### config.mk
export PLATFORM = sky130hd
export DESIGN_NAME = div_unit
export DESIGN_NICKNAME = d
export VERILOG_FILES = /design/src/rtl/div_unit.sv
export SDC_FILE = /design/constraint.sdc
export NUM_CORES = 1
export LEC_CHECK = 0
export ABC_AREA = 1
export CORE_UTILIZATION = 41
export CTS_CLUSTER_DIAMETER = 100
export CTS_CLUSTER_SIZE = 40
export DETAILED_ROUTE_END_ITERATION = 10
export SETUP_SLACK_MARGIN = 0.02
export SLEW_MARGIN = 5
export SYNTH_ARGS = -nofsm -noshare
export SYNTH_HDL_FRONTEND = slang
export SYNTH_SLANG_ARGS = --single-unit
### constraint.sdc
create_clock -name clk -period 2.2 [get_ports clk]
set_clock_uncertainty 0.2 [all_clocks]
set_input_delay 0.44 -clock clk [delete_from_list [all_inputs] [get_ports clk]]
set_output_delay 0.44 -clock clk [all_outputs]
set_load 0.01 [all_outputs]
### src/rtl/div_unit.sv
// Iterative radix-2 restoring RV32M divider (DIV/DIVU/REM/REMU) with start/busy/done handshake.
// Optional build macro DIV_EARLY_OUT_EN: divide-by-zero and signed overflow skip CALC/FIX.
module div_unit #(
  parameter int XLEN       = 32,
  parameter int REG_ADDR_W = 5
) (
  input  logic                  clk,
  input  logic                  rst,
  input  logic                  start,
  input  logic [1:0]            op,
  input  logic [XLEN-1:0]       rs1_data,
  input  logic [XLEN-1:0]       rs2_data,
  input  logic [REG_ADDR_W-1:0] rd_in,
  input  logic                  flush,
  output logic                  busy,
  output logic                  done,
  output logic [XLEN-1:0]       result,
  output logic [REG_ADDR_W-1:0] rd_out
);

`ifdef DIV_EARLY_OUT_EN
  localparam bit EarlyOut = 1'b1;
`else
  localparam bit EarlyOut = 1'b0;
`endif

  localparam logic [XLEN-1:0] MinNeg = {1'b1, {(XLEN-1){1'b0}}};

  typedef enum logic [1:0] {IDLE, CALC, FIX, DONE} state_t;

  state_t                r_state;
  state_t                w_next;
  logic [5:0]            r_cnt;
  logic [XLEN-1:0]       r_rem;
  logic [XLEN-1:0]       r_quo;
  logic [XLEN-1:0]       r_dvsr;
  logic [XLEN-1:0]       r_specVal;
  logic [XLEN-1:0]       r_result;
  logic                  r_isRem;
  logic                  r_negQ;
  logic                  r_negR;
  logic                  r_special;
  logic [REG_ADDR_W-1:0] r_rdLatch;
  logic [REG_ADDR_W-1:0] r_rdOut;

  logic                  w_accept;
  logic                  w_signedOp;
  logic                  w_aNeg;
  logic                  w_bNeg;
  logic [XLEN-1:0]       w_aMag;
  logic [XLEN-1:0]       w_bMag;
  logic                  w_divZero;
  logic                  w_ovf;
  logic                  w_special;
  logic [XLEN-1:0]       w_specVal;
  logic                  w_lastIter;
  logic [XLEN:0]         w_trial;
  logic [XLEN:0]         w_diff;
  logic [XLEN-1:0]       w_quoFix;
  logic [XLEN-1:0]       w_remFix;
  logic [XLEN-1:0]       w_fixResult;

  assign w_accept   = (r_state == IDLE) && start && !flush;
  assign w_signedOp = ~op[0];
  assign w_aNeg     = w_signedOp & rs1_data[XLEN-1];
  assign w_bNeg     = w_signedOp & rs2_data[XLEN-1];
  assign w_aMag     = w_aNeg ? (~rs1_data + 1'b1) : rs1_data;
  assign w_bMag     = w_bNeg ? (~rs2_data + 1'b1) : rs2_data;
  assign w_divZero  = (rs2_data == '0);
  assign w_ovf      = w_signedOp && (rs1_data == MinNeg) && (rs2_data == '1);
  assign w_special  = w_divZero | w_ovf;
  assign w_specVal  = w_divZero ? (op[1] ? rs1_data : '1)
                                : (op[1] ? '0 : MinNeg);
  assign w_lastIter = (r_cnt == 6'(XLEN-1));

  // A negative trial difference shows up in the extra top bit.
  assign w_trial    = {r_rem, r_quo[XLEN-1]};
  assign w_diff     = w_trial - {1'b0, r_dvsr};

  assign w_quoFix    = r_negQ ? (~r_quo + 1'b1) : r_quo;
  assign w_remFix    = r_negR ? (~r_rem + 1'b1) : r_rem;
  assign w_fixResult = r_isRem ? w_remFix : w_quoFix;

  always_ff @(posedge clk) begin
    if (!rst) r_state <= IDLE;
    else      r_state <= w_next;
  end

  always_comb begin
    w_next = r_state;
    if (flush) begin
      w_next = IDLE;
    end else begin
      case (r_state)
        IDLE:    if (start) w_next = (EarlyOut && w_special) ? DONE : CALC;
        CALC:    if (w_lastIter) w_next = FIX;
        FIX:     w_next = DONE;
        DONE:    w_next = IDLE;
        default: w_next = IDLE;
      endcase
    end
  end

  always_comb begin
    busy = (r_state != IDLE);
    done = (r_state == DONE);
  end

  assign result = r_result;
  assign rd_out = r_rdOut;

  // Operand capture, iteration and result/rd commit; rd_out only moves with result.
  always_ff @(posedge clk) begin
    if (!rst) begin
      r_cnt     <= '0;
      r_rem     <= '0;
      r_quo     <= '0;
      r_dvsr    <= '0;
      r_specVal <= '0;
      r_result  <= '0;
      r_isRem   <= 1'b0;
      r_negQ    <= 1'b0;
      r_negR    <= 1'b0;
      r_special <= 1'b0;
      r_rdLatch <= '0;
      r_rdOut   <= '0;
    end else if (w_accept) begin
      r_cnt     <= '0;
      r_rem     <= '0;
      r_quo     <= w_aMag;
      r_dvsr    <= w_bMag;
      r_specVal <= w_specVal;
      r_isRem   <= op[1];
      r_negQ    <= w_aNeg ^ w_bNeg;
      r_negR    <= w_aNeg;
      r_special <= w_special;
      r_rdLatch <= rd_in;
      if (EarlyOut && w_special) begin
        r_result <= w_specVal;
        r_rdOut  <= rd_in;
      end
    end else if (!flush) begin
      if (r_state == CALC) begin
        r_cnt <= r_cnt + 6'd1;
        if (!w_diff[XLEN]) begin
          r_rem <= w_diff[XLEN-1:0];
          r_quo <= {r_quo[XLEN-2:0], 1'b1};
        end else begin
          r_rem <= w_trial[XLEN-1:0];
          r_quo <= {r_quo[XLEN-2:0], 1'b0};
        end
      end else if (r_state == FIX) begin
        r_result <= r_special ? r_specVal : w_fixResult;
        r_rdOut  <= r_rdLatch;
      end
    end
  end

endmodule

==> results.md <==
* Status: finished, violations left
* Failing checks: setup timing
* Clock Sinks at 182
* Critical Path Source: r_dvsr[23]
* Async set-reset flop share out of synthesis at 0%
* Met3 WL at just over 5 mm
* Placed Instances at 3253
* CTS tree: done
* M1 WL at roughly 27 mm
* Gate Count Post-Synth at 2370
* Maximum clock insertion buffer count at 2
* Die Span Y at 186.6 um
* Placed cell areas at 18580 sq um
* Worst slew pin tran at 0.5490 ns
* DIE AREA at 34830 sq um
* Critical Path AT at ~2.7 ns
* Final Cell Area at 20640 sq um
* First-pass GRT wire length at 88.55 mm
* Synth top area cells: dfxtp_1 (26%), nand2_1 (19%), inv_1 (9.0%), nor2_1 (7.0%), nand3_1 (6.9%)
* Top cells by count, synth: nand2_1 (696), inv_1 (336), nor2_1 (262), nand3_1 (193), dfxtp_1 (182)
* Layout cell share with drive strength beyond 1 at between 20% and 30%
* Post-route setup slack at -0.2847 ns
* Crit path launch type: flip-flop
* Wirelength per Cell at 17.29 um
* FF-to-FF End: r_rem[28]
* Post-synthesis sequential element count at between 150 and 200
* Met2 Wirelength at about 25 mm
* VDD IR max at 0.0006353 V
* I/O Pins at approximately 110
* Distinct cells, synth at 54
* Number of flops mapped to enable cells by yosys at 0
* Setup crit end kind: flip-flop
* Post-Syn Area per Cell at about 6 sq um
* Highest metal used: met4
* Setup-failing EPs final at 33
* Non-filler cells in the finished layout at 3310
* Worst Path Max Fanout at 3
* DP Worst Slack at -0.5736 ns
* CTS clk-pin slew, worst paths at roughly 0.070 ns
* Cell with the most instances after synthesis: nand2_1
* Max-slew headroom at 63.01%
* Slew Limit Fails at 0
* Hold buffers post-CTS at 0
* Final worst-path cycle share at 112.9%
* CTS buffer count at 17
* Hold Vio Cnt, Final at 0
* Root buffer cell: clkbuf_16
* Ys flop type: dfxtp_1
* Syn nets at 2489
* DRC errors left at 0
* Tmin final at 2.485 ns
* WS Path Type: reg2reg
* Worst reg2reg path depth at 18
* Seq/Total Area, Yosys at 26.07%
* Clk_lat worst skew at 0.45 ns
* Synth warn at 0
* Cell taking the most area after synthesis: dfxtp_1
* Leak pwr at 0.01007 uW
* First-pass iteration count of the detailed router at 6
* Core area at about 34000 sq um
* Req. time, crit path at 2.39 ns
* Routability congestion estimate at around 0.95
* DP Wirelength at 44.32 mm
* DRT iter0 DRCs at approximately 1700
* Worst hold-check path type: in2reg
* Remaining antenna violation count after routing at 0
* Vias in the first global route at 16180
* DR vias at 17340
* Worst R2R Start: r_dvsr[23]
* Mapped Area at 13970 sq um
* GRT Overall Usage at 32.36%
* Row cnt at 67
* Routed WL at ~57 mm
* Grt ovf at 0
* Unrepaired setup endpoints after global routing: true
* Vias per cell at 5.238
* Area Overhead vs Synth at 47.67%
* FF-to-FF setup slack at -0.28 ns
* Core Util, Final at 61.54%
* Top cell type's share of synthesized area at 26.07%
* Initial antenna violation count at 0
* Maxcap violations at 0
* H-tree depth at 4
* Initial Util at 41.68%
* Port Buffer Count at between 100 and 150
* Power density over the cells at 524.0 nW/um^2
* Largest net degree at the start of global routing at 57
* Fmax at 402.5 MHz
* Final nets at 2969
* CP Capture Point: r_rem[28]
* Die width at 186.6 um
## cells in the final DEF (no fill, tap or decap), types with 10 or more instances in the layout
cell type	Yosys	layout
nor2_2	6	23
nand2_1	696	636
ha_4	0	18
dlymetal6s2s_1	0	10
nand2_4	1	13
dfxtp_2	0	13
o31ai_2	29	28
nor2_4	2	17
nand4_1	36	36
inv_2	8	34
nand2_2	6	54
nor2_1	262	230
clkdlybuf4s50_1	0	96
a31oi_1	11	11
ha_1	43	20
buf_12	0	19
nor3_1	32	26
o21ai_1	1	16
o211ai_1	20	20
buf_6	6	11
a21oi_2	0	22
o21ai_0	130	108
o22ai_1	35	33
dfxtp_1	182	169
nand3_2	3	29
inv_1	336	306
xor2_1	19	18
buf_4	1	401
clkbuf_16	0	17
a21oi_1	158	135
nand3_1	193	162
## worst min path at each step
stage	start	end	slack, ns	cells past startpoint
finish	rs2_data[0]	r_dvsr[0]	0.23	4
floorplan	r_specVal[0]	r_specVal[0]	0.22	2
CTS	result[17]	result[17]	0.26	2
detailed placement	r_specVal[0]	r_specVal[0]	0.25	2
global route	rs2_data[0]	r_dvsr[0]	0.24	4
global placement	r_specVal[0]	r_specVal[0]	0.23	2
## what timing repair did
action	in CTS	in global routing
setup endpoints to repair	103	128
gates cloned	5	0
setup buffers	17	7
pin swaps	32	59
gates resized for setup	129	204
## through the flow
| step | hold slack, ns | TNS [ns] | total power, uW |
|---|---|---|---|
| 2_1_floorplan | 0.2230 | -2.087 | 5351 |
| 3_3_place_gp | 0.2333 | -47.69 | 6877 |
| 3_5_place_dp | 0.2462 | -53.60 | 6898 |
| 4_1_cts | 0.2635 | -8.309 | 10630 |
| 5_1_grt | 0.2419 | -12.64 | 11320 |
| 6_report | 0.2296 | -8.201 | 10810 |
## layer usage
layer | track usage (%) | up-vias
met5 | 0 | -
met1 | 46.56 | 7903
met4 | 7.755 | 0
met2 | 48.98 | 714
met3 | 6.696 | 61
li1 | - | 8660
## cells by family after synthesis
group,synth area share (%)
buffers and inverters,12.19
flip-flops,26.07
AO/OA/AOI/OAI,18.12
AND/OR/NAND/NOR,38.18
XOR/XNOR,1.441
adder cells (fa/ha/maj),3.993
## report_power, final
group	switching, uW	internal, uW
Clock	1420	2110
Sequential	90.2	3410
Combinational	2210	1580
## layout make-up
cell class                 instances  area (sq um)
clock buffer                      20         466.7
multi-input combinational       1754          9651
tap                              448         560.5
fill                            3220         12900
inverter                         345          1310
sequential                       182          3660
timing repair buffer             550          4795
clock inverter                    10         191.4
antenna                            1         2.502
## registers in the layout, indices dropped and copies added, names as in the netlist
name,flops
r_dvsr,32
r_quo,32
r_rem,32
r_specVal,32
result,32
r_cnt,6
r_rdLatch,5
rd_out,5
r_state,2
r_isRem,1
r_negQ,1
r_negR,1
r_special,1
## critical path, cell delays in order, from the launching register on
cell,delay (ns)
dfxtp_2,0.32
inv_2,0.07
ha_4,0.28
nand2_1,0.07
inv_2,0.07
a21oi_2,0.06
buf_4,0.13
buf_4,0.12
buf_4,0.12
buf_4,0.12
buf_4,0.12
buf_4,0.12
o21bai_1,0.15
a21oi_2,0.05
nand3b_1,0.10
nand2_2,0.08
nand2_2,0.06
nand3_2,0.05
a21oi_1,0.13
(Power assumes the default switching activity.)
